**src/rtl/mont_exp_ctrl.sv**
```systemverilog
`default_nettype none
// ============================================================================
// Module   : mont_exp_ctrl
// Brief    : Left-to-right square-and-multiply sequencer driving mont_mul.
// Revision : 1.0 - initial release
// ============================================================================
module mont_exp_ctrl #(
    parameter int WORDS     = 4,
    parameter int EXP_WORDS = 4
) (
    input  logic        clk,
    input  logic        rst_n,
    input  logic        start,
    input  logic        abort,
    input  logic [15:0] exp_bits,
    input  logic [31:0] e_addr,
    input  logic [31:0] x_addr,
    input  logic [31:0] n_addr,
    input  logic [31:0] r_addr,
    output logic        mm_start,
    input  logic        mm_done,
    output logic [31:0] mm_a_addr,
    output logic [31:0] mm_b_addr,
    output logic [31:0] mm_n_addr,
    output logic [31:0] mm_r_addr,
    output logic        lsu_sel,
    output logic        lsu_ren,
    output logic [31:0] lsu_addr,
    input  logic        lsu_done,
    input  logic [31:0] lsu_rdata,
    output logic        busy,
    output logic        done,
    output logic        aborted,
    output logic [15:0] mul_count
);

    localparam logic [15:0] C_EXP_MAX = 16'(EXP_WORDS * 32);

    // WORDS sizes the mont_mul operands; the sequencer itself never steps by it.
    if (WORDS < 1) begin : g_words_invalid
    end

    typedef enum logic [2:0] {
        S_IDLE      = 3'd0,
        S_FETCH_E   = 3'd1,
        S_SQR_ISSUE = 3'd2,
        S_SQR_WAIT  = 3'd3,
        S_MUL_ISSUE = 3'd4,
        S_MUL_WAIT  = 3'd5,
        S_NEXT      = 3'd6,
        S_FINISH    = 3'd7
    } state_t;

    state_t      r_state;
    state_t      w_next;
    logic [15:0] r_k;
    logic [15:0] r_mul_count;
    logic [31:0] r_e_addr;
    logic [31:0] r_x_addr;
    logic [31:0] r_n_addr;
    logic [31:0] r_r_addr;
    logic [31:0] r_e_word;
    logic        r_abort_pend;
    logic        r_done;
    logic        r_aborted;
    logic [15:0] w_bits;
    logic        w_ebit;
    logic        w_abort_wait;

    assign w_bits       = (exp_bits > C_EXP_MAX) ? C_EXP_MAX : exp_bits;
    assign w_ebit       = r_e_word[r_k[4:0]];
    assign w_abort_wait = abort | r_abort_pend;

    always_comb begin
        w_next    = r_state;
        mm_start  = 1'b0;
        lsu_ren   = 1'b0;
        lsu_addr  = 32'd0;
        lsu_sel   = 1'b0;
        mm_b_addr = r_r_addr;
        case (r_state)
            S_IDLE: begin
                if (start) begin
                    w_next = (w_bits == 16'd0) ? S_FINISH : S_FETCH_E;
                end
            end
            S_FETCH_E: begin
                lsu_ren  = ~lsu_done;
                lsu_addr = r_e_addr + {19'd0, r_k[15:5], 2'b00};
                if (abort) begin
                    w_next = S_IDLE;
                end else if (lsu_done) begin
                    w_next = S_SQR_ISSUE;
                end
            end
            S_SQR_ISSUE: begin
                mm_start = ~abort;
                w_next   = abort ? S_IDLE : S_SQR_WAIT;
            end
            S_SQR_WAIT: begin
                lsu_sel = 1'b1;
                if (mm_done) begin
                    if (w_abort_wait) begin
                        w_next = S_IDLE;
                    end else begin
                        w_next = w_ebit ? S_MUL_ISSUE : S_NEXT;
                    end
                end
            end
            S_MUL_ISSUE: begin
                mm_b_addr = r_x_addr;
                mm_start  = ~abort;
                w_next    = abort ? S_IDLE : S_MUL_WAIT;
            end
            S_MUL_WAIT: begin
                lsu_sel   = 1'b1;
                mm_b_addr = r_x_addr;
                if (mm_done) begin
                    w_next = w_abort_wait ? S_IDLE : S_NEXT;
                end
            end
            S_NEXT: begin
                if (abort) begin
                    w_next = S_IDLE;
                end else if (r_k == 16'd0) begin
                    w_next = S_FINISH;
                end else begin
                    // k[4:0] wrapping to 31 means the next bit lives in a fresh word
                    w_next = (r_k[4:0] == 5'd0) ? S_FETCH_E : S_SQR_ISSUE;
                end
            end
            S_FINISH: begin
                w_next = S_IDLE;
            end
            default: begin
                w_next = S_IDLE;
            end
        endcase
    end

    always_ff @(posedge clk or negedge rst_n) begin
        if (!rst_n) begin
            r_state <= S_IDLE;
        end else begin
            r_state <= w_next;
        end
    end

    always_ff @(posedge clk or negedge rst_n) begin
        if (!rst_n) begin
            r_k          <= 16'd0;
            r_mul_count  <= 16'd0;
            r_e_addr     <= 32'd0;
            r_x_addr     <= 32'd0;
            r_n_addr     <= 32'd0;
            r_r_addr     <= 32'd0;
            r_e_word     <= 32'd0;
            r_abort_pend <= 1'b0;
            r_done       <= 1'b0;
            r_aborted    <= 1'b0;
        end else begin
            r_done    <= (r_state == S_FINISH);
            // any return to IDLE that does not come through FINISH is an abort
            r_aborted <= (w_next == S_IDLE) && (r_state != S_IDLE) && (r_state != S_FINISH);
            case (r_state)
                S_IDLE: begin
                    if (start) begin
                        r_e_addr     <= e_addr;
                        r_x_addr     <= x_addr;
                        r_n_addr     <= n_addr;
                        r_r_addr     <= r_addr;
                        r_k          <= w_bits - 16'd1;
                        r_mul_count  <= 16'd0;
                        r_abort_pend <= 1'b0;
                    end
                end
                S_FETCH_E: begin
                    if (lsu_done && !abort) begin
                        r_e_word <= lsu_rdata;
                    end
                end
                S_SQR_ISSUE, S_MUL_ISSUE: begin
                    if (!abort) begin
                        r_mul_count <= r_mul_count + 16'd1;
                    end
                end
                S_SQR_WAIT, S_MUL_WAIT: begin
                    if (abort) begin
                        r_abort_pend <= 1'b1;
                    end
                end
                S_NEXT: begin
                    if (!abort && (r_k != 16'd0)) begin
                        r_k <= r_k - 16'd1;
                    end
                end
                default: begin
                end
            endcase
        end
    end

    assign mm_a_addr = r_r_addr;
    assign mm_r_addr = r_r_addr;
    assign mm_n_addr = r_n_addr;
    assign busy      = (r_state != S_IDLE);
    assign done      = r_done;
    assign aborted   = r_aborted;
    assign mul_count = r_mul_count;

endmodule
`default_nettype wire

```
**config.mk**
```make
export PLATFORM = sky130hd
export DESIGN_NAME = mont_exp_ctrl
export DESIGN_NICKNAME = d
export VERILOG_FILES = /design/src/rtl/mont_exp_ctrl.sv
export SDC_FILE = /design/constraint.sdc
export NUM_CORES = 1
export LEC_CHECK = 0
export CAP_MARGIN = 15
export CORE_MARGIN = 2
export CORE_UTILIZATION = 46
export CTS_BUF_LIST = sky130_fd_sc_hd__clkbuf_16
export DETAILED_ROUTE_END_ITERATION = 7
export PLACE_DENSITY = 0.87
export SETUP_SLACK_MARGIN = 0.5
export SLEW_MARGIN = 5
export SYNTH_ARGS = -nofsm -noshare
export SYNTH_HDL_FRONTEND = slang
export SYNTH_SLANG_ARGS = --single-unit
```
**constraint.sdc**
```tcl
create_clock -name clk -period 3.5 [get_ports clk]
set_clock_uncertainty 0.05 [all_clocks]
set_input_delay 0.525 -clock clk [delete_from_list [all_inputs] [get_ports clk]]
set_output_delay 0.525 -clock clk [all_outputs]
set_load 0.02 [all_outputs]
```
# --- Word level (Yosys, flattened, before mapping) ---
# Index checks and enable logic that the tools add are counted.
# W data, S select, Z words.
word_totals:
  register_bits: 198
  in_bits: 182
  ram_bits: 0
  latch_bits: 0
  rom_bits: 0
  mem_count: 0
  wordCells: 87
  out_inout_bits: 182
op_classes:
  eq_ne: 12
  reduce_logical: 23
  n_mul: 0
  div: 0
  bitwise: 3
  shifts: 0
  add_sub_neg: 4
  n_mux: 32
  n_lt_le_gt_ge: 2
ops:
  columns: ["op", "count"]
  rows:
  - ["$mux W16", 5]
  - ["$mux W32", 2]
  - ["$pmux W16 S2", 2]
  - ["$mux W3", 11]
  - ["$add A32 B13 Y32", 1]
  - ["$logic_not A16 Y1", 2]
  - ["$sub A16 B1 Y16 const B", 2]
  - ["$pmux W3 S8", 1]
  - ["$add A16 B1 Y16 const B", 1]
  - ["$gt A16 B8 Y1 const B", 1]
  - ["$reduce_bool A16 Y1", 1]
  - ["$eq A3 B3 Y1 const B", 4]
  - ["$reduce_and A3 Y1", 3]
  - ["$eq A3 B2 Y1 const B", 2]
  - ["$logic_not A3 Y1", 2]
  - ["$lt A5 B6 Y1 const B", 1]
  - ["$mux W1", 6]
  - ["$mux W2", 3]
  - ["$ne A2 B2 Y1 const B", 3]
  - ["$reduce_bool A2 Y1", 3]
  - ["$reduce_or A2 Y1", 3]
  - ["$bmux W1 S5", 1]
  - ["$logic_not A5 Y1", 1]
  - ["$logic_and A1 B1 Y1", 4]
  - ["other kinds (9)", 11]

# --- Longest topological paths before layout ---
depth:
  ltp_word: 9
  ltp_mapped: 12
  mapped_depth_nobuf: 11

# --- Worst setup path after synthesis ---
# No wires, ideal clock.
synth_timing:
  path_type: "register to output"
  from: "register r_k[5]"
  to: "output port lsu_addr[30]"
  setup_slack_ps: 482
  n_path_buf: 1
  arrival_ps: 2443
  t_required_ps: 2925
  stages_incl_launch_ff: 11
  cell_sequence: "dfrtp_1 -> ha_1 -> fa_1 -> a21oi_1 -> nand4b_1 -> a31oi_1 -> a31oi_1 -> clkbuf_1 -> nor3_1 -> xnor2_1 -> nor2_1"
synth_via:
  elab_chain_cells: 2
synth_lines:
  columns: ["element", "line", "text"]
  rows:
  - ["start, declared", "56", "logic [15:0] r_k;"]
  - ["start signal, assigned", "172", "r_k <= w_bits - 16'd1;"]
  - ["start signal, assigned", "194", "r_k <= r_k - 16'd1;"]
  - ["$add A32 B13 Y32", "89", "lsu_addr = r_e_addr + {19'd0, r_k[15:5], 2'b00};"]
  - ["$mux W32", "81", "case (r_state)"]
  - ["end, declared", "28", "output logic [31:0] lsu_addr,"]
# Every way passes these cells.

# --- Worst setup path after layout ---
layout_timing:
  from: "register r_k[5]"
  to: "output port lsu_addr[28]"
# The elaborated chain is that of the path after synthesis.

==> results.yml <==
synth:
  yosys_warnings: 0
  synth-async-reset-ratio_pct: 100
  synth_cell_types: 77
  synth_cells: 1130
  synthDominantCellAreaShare_pct: 48.1
  postSynthAreaPerCell_um2: 9.11
  syn_nets: 1326
  register_area_share_after_synthesis_pct: 48.1
  synth.cell_area_mm2: 0.0103
  cell_with_the_most_instances_after_synthesis: "sky130_fd_sc_hd__nand2_1"
  ys_dominant_reg_cell: "sky130_fd_sc_hd__dfrtp_1"
  yosys-top-cells-count: "sky130_fd_sc_hd__nand2_1 (416), sky130_fd_sc_hd__dfrtp_1 (198), sky130_fd_sc_hd__nor2_1 (66)"
  count_of_flip_flops_with_a_built_in_enable_after_synthesis: 0
  yosys-top-cells-area: "sky130_fd_sc_hd__dfrtp_1 (48%), sky130_fd_sc_hd__nand2_1 (15%), sky130_fd_sc_hd__mux2_2 (6.3%), sky130_fd_sc_hd__buf_4 (2.4%), sky130_fd_sc_hd__nor2_1 (2.4%)"
  synth.ff_latch_count: 198
  synth_top_cell_by_area: "sky130_fd_sc_hd__dfrtp_1"
worst_setup_path:
  reg2reg_from: "r_state[0]"
  reg2reg_setup_slack_ns: 0.67
  cp_bufs_invs: 2
  biggest_cell_delay_along_the_critical_path_ns: 0.41
  timing.critical_path.from: "r_k[5]"
  setup.worst_path.class: "reg2out"
  path_max_fanout: 7
  ff2ff_path_depth: 11
  timing.critical_path.max_delay_family: "simple AND/OR/NAND/NOR gates"
  timing.critical_path.from_type: "flop"
  required_time_at_the_worst_slack_endpoint_ns: 2.92
  timing.critical_path.to_type: "output port"
  critPathArrivalTime_ns: 2.76
  slowest_library_cell_on_the_worst_path: "sky130_fd_sc_hd__dfrtp_1"
  cp_cell_sequence: "ha_4 -> fa_2 -> a21oi_2 -> nand4b_1 -> a31oi_4 -> a31oi_4 -> buf_4 -> or3_1 -> a21oi_2 -> buf_4"
  r2r-end: "r_k[14]"
placed_design:
  place_hpwl_um: 22500
  globalplace.congestion: 0.917
  io_buffer_count: 363
  dpl_cell_area_mm2: 0.0141
hold_path:
  worstHoldStart: "r_x_addr[5]"
  hold_class: "reg2reg"
  hold_path_endpoint: "r_x_addr[5]"
  instance_count_along_the_most_critical_hold_path: 2
drt:
  route.top_layer_used: "met5"
  routed_via_density: 5.44
  drc_errors: 0
  wl_um: 32200
  met2_length_um: 16000
  vias: 9578
  drt_iter0_markers: 667
  detail_route.wl_per_cell_um: 18.3
  drt-pass1-iter-count: 6
  drt.antenna.violating_nets: 0
  drt-met1-wl_um: 12300
  met3_length_um: 2580
grt:
  track_usage_pct: 26.6
  first_global_vias: 9528
  grt_antenna_before_repair: 1
  wire_length_of_the_first_global_routing_pass_um: 50500
  overflow: 0
  grt_start_max_net_pins: 119
cts:
  cts_max_level: 4
  cts.root.buffer_cell: "sky130_fd_sc_hd__clkbuf_16"
  clkLatencyLatePin_ns: 0.44
  clk_path_buf_depth: 2
  clkSinkCount: 198
  path_clk_slew_ns: 0.08
  cts_inserted_buffers: 17
  cts_tree: "yes"
floorplan:
  die-width_um: 154
  floorplan.rows: 54
  y_dimension_of_the_die_um: 154
  floorplan.die_area_mm2: 0.0236
  count_of_pins_on_the_block_boundary: 364
  core_mm2: 0.0219
  floorplan.initialDensity_pct: 47.1
finish:
  antennaDiodeCount: 0
  area_growth_pct: 46.5
  filler_cell_count: 1630
  drive_above_1_share_pct: 15.8
  postLayoutCellArea_mm2: 0.0151
  finalNetCount: 1664
outcome:
  run_status: "finished, final reports clean"
power_and_ir_drop:
  power_leakage_nw: 6.83
  totalPowerFinal_mw: 12.9
  power-per-cell-area_mw_per_mm2: 856
  maximum_vdd_ir_drop_mv: 0.560
flow_run:
  cap_viol_max_count: 0
timing:
  timing_worst_slew_pin_value_ns: 0.957
  hold_violation_total_from_the_final_report: 0
  max-slew-margin-rel_pct: 36.2
  rsz0062_at_grt: "yes"
  final.period_utilization_pct: 95.3
  setup-tns-final_ns: 0
  period_needed_ns: 3.33
  final_max_slew_viol_count: 0
  finalSetupViolations: 0
  achievable-frequency_ghz: 0.300
-- through the flow --
step | worst slack (ns) | hold WS, ns | util (%) | cells
after floorplan | 0.515 | 0.179 | - | 1130
after global placement | 0.152 | 0.400 | 64.2 | 1709
after detailed placement | 0.0647 | 0.408 | 64.2 | 1709
after CTS | 0.244 | 0.427 | 67.7 | 1752
after global routing | 0.0295 | 0.450 | 68.9 | 1761
final | 0.165 | 0.429 | 68.9 | 1761
-- cell type report --
cell class                      instances  area, um^2  area share (%)
Sequential cell                       198        4960            32.9
Multi-Input combinational cell        831        5120            33.9
Clock inverter                         15         181            1.20
Tap cell                              280         350            2.32
Clock buffer                           17         425            2.82
Inverter                                8        30.0           0.199
Timing Repair Buffer                  412        4030            26.7
-- kinds of logic after synthesis --
| group | Yosys count | share of synthesized area [%] |
|---|---|---|
| buffers and inverters | 101 | 5.15 |
| xor gates and xnor gates | 37 | 3.15 |
| adders and majority gates | 15 | 1.87 |
| muxes | 77 | 9.44 |
| and+or+nand+nor | 590 | 24.9 |
| DFF | 198 | 48.1 |
| AOI/OAI and AO/OA | 112 | 7.35 |
-- state kept, by name (all words and copies together) (netlist names) --
register / cells
mul_count: 16
r_x_addr: 32
r_k: 16
aborted: 1
mm_n_addr: 32
r_state: 3
r_e_word: 32
done: 1
mm_a_addr: 32
r_abort_pend: 1
r_e_addr: 32
-- worst max-delay path by stage --
stage          slack (ns)  depth (start not counted)           end
5_1_grt              0.03                         10  lsu_addr[18]
3_3_place_gp         0.15                         12       r_k[10]
3_5_place_dp         0.06                         11        r_k[6]
6_report             0.17                         10  lsu_addr[28]
2_1_floorplan        0.51                          9  lsu_addr[16]
4_1_cts              0.24                         10  lsu_addr[24]
-- layer usage --
| layer | up-vias | track usage (%) |
|---|---|---|
| li1 | 4416 | - |
| met1 | 4593 | 32.5 |
| met2 | 468 | 44.9 |
| met3 | 99 | 7.24 |
| met4 | 2 | 10.5 |
| met5 | - | 0 |
-- layout by cell type (no fill, tap or decap), types with 6 or more instances in the layout --
cell type | netlist | routed
sky130_fd_sc_hd__nor3_1 | 8 | 6
sky130_fd_sc_hd__mux2_1 | 8 | 8
sky130_fd_sc_hd__nand3_1 | 16 | 12
sky130_fd_sc_hd__nand4_1 | 8 | 8
sky130_fd_sc_hd__dfrtp_1 | 198 | 194
sky130_fd_sc_hd__buf_6 | 2 | 10
sky130_fd_sc_hd__and3_1 | 9 | 9
sky130_fd_sc_hd__a21oi_2 | 0 | 7
sky130_fd_sc_hd__nor2_1 | 66 | 62
sky130_fd_sc_hd__o21ai_0 | 23 | 21
sky130_fd_sc_hd__a21oi_1 | 34 | 25
sky130_fd_sc_hd__nor2_2 | 3 | 6
sky130_fd_sc_hd__ha_4 | 0 | 8
sky130_fd_sc_hd__nand2_1 | 416 | 416
sky130_fd_sc_hd__xor2_1 | 20 | 20
sky130_fd_sc_hd__mux2_2 | 58 | 58
sky130_fd_sc_hd__xnor2_1 | 17 | 15
sky130_fd_sc_hd__buf_4 | 33 | 54
sky130_fd_sc_hd__clkdlybuf4s50_1 | 0 | 332
sky130_fd_sc_hd__or3_1 | 10 | 10
sky130_fd_sc_hd__a31oi_1 | 8 | 6
sky130_fd_sc_hd__inv_1 | 8 | 8
sky130_fd_sc_hd__and4_1 | 9 | 9
sky130_fd_sc_hd__clkbuf_16 | 0 | 17
-- timing repair --
action | 4_1_cts | 5_1_grt
resized for setup | 127 | 65
endpoints found under the hold margin | 12 | 0
hold buffers | 1 | 0
gates cloned | 2 | 0
pin swaps | 19 | 30
buffers inserted | 8 | 9
setup endpoints to repair | 28 | 64
-- worst min-delay path, delay by kind of cell, from the launching register on --
| kind | cells | cell delay (ns) |
|---|---|---|
| DFF | 1 | 0.35 |
| and+or+nand+nor | 2 | 0.10 |
-- where the power goes --
part | internal, mW | switching, mW | leakage, nW
combinational | 3.19 | 3.62 | 4.09
sequential | 3.25 | 0.858 | 2.45
clock | 0.975 | 1.02 | 0.293
total | 7.41 | 5.50 | 6.83
Power figures use the tool's default switching activity.
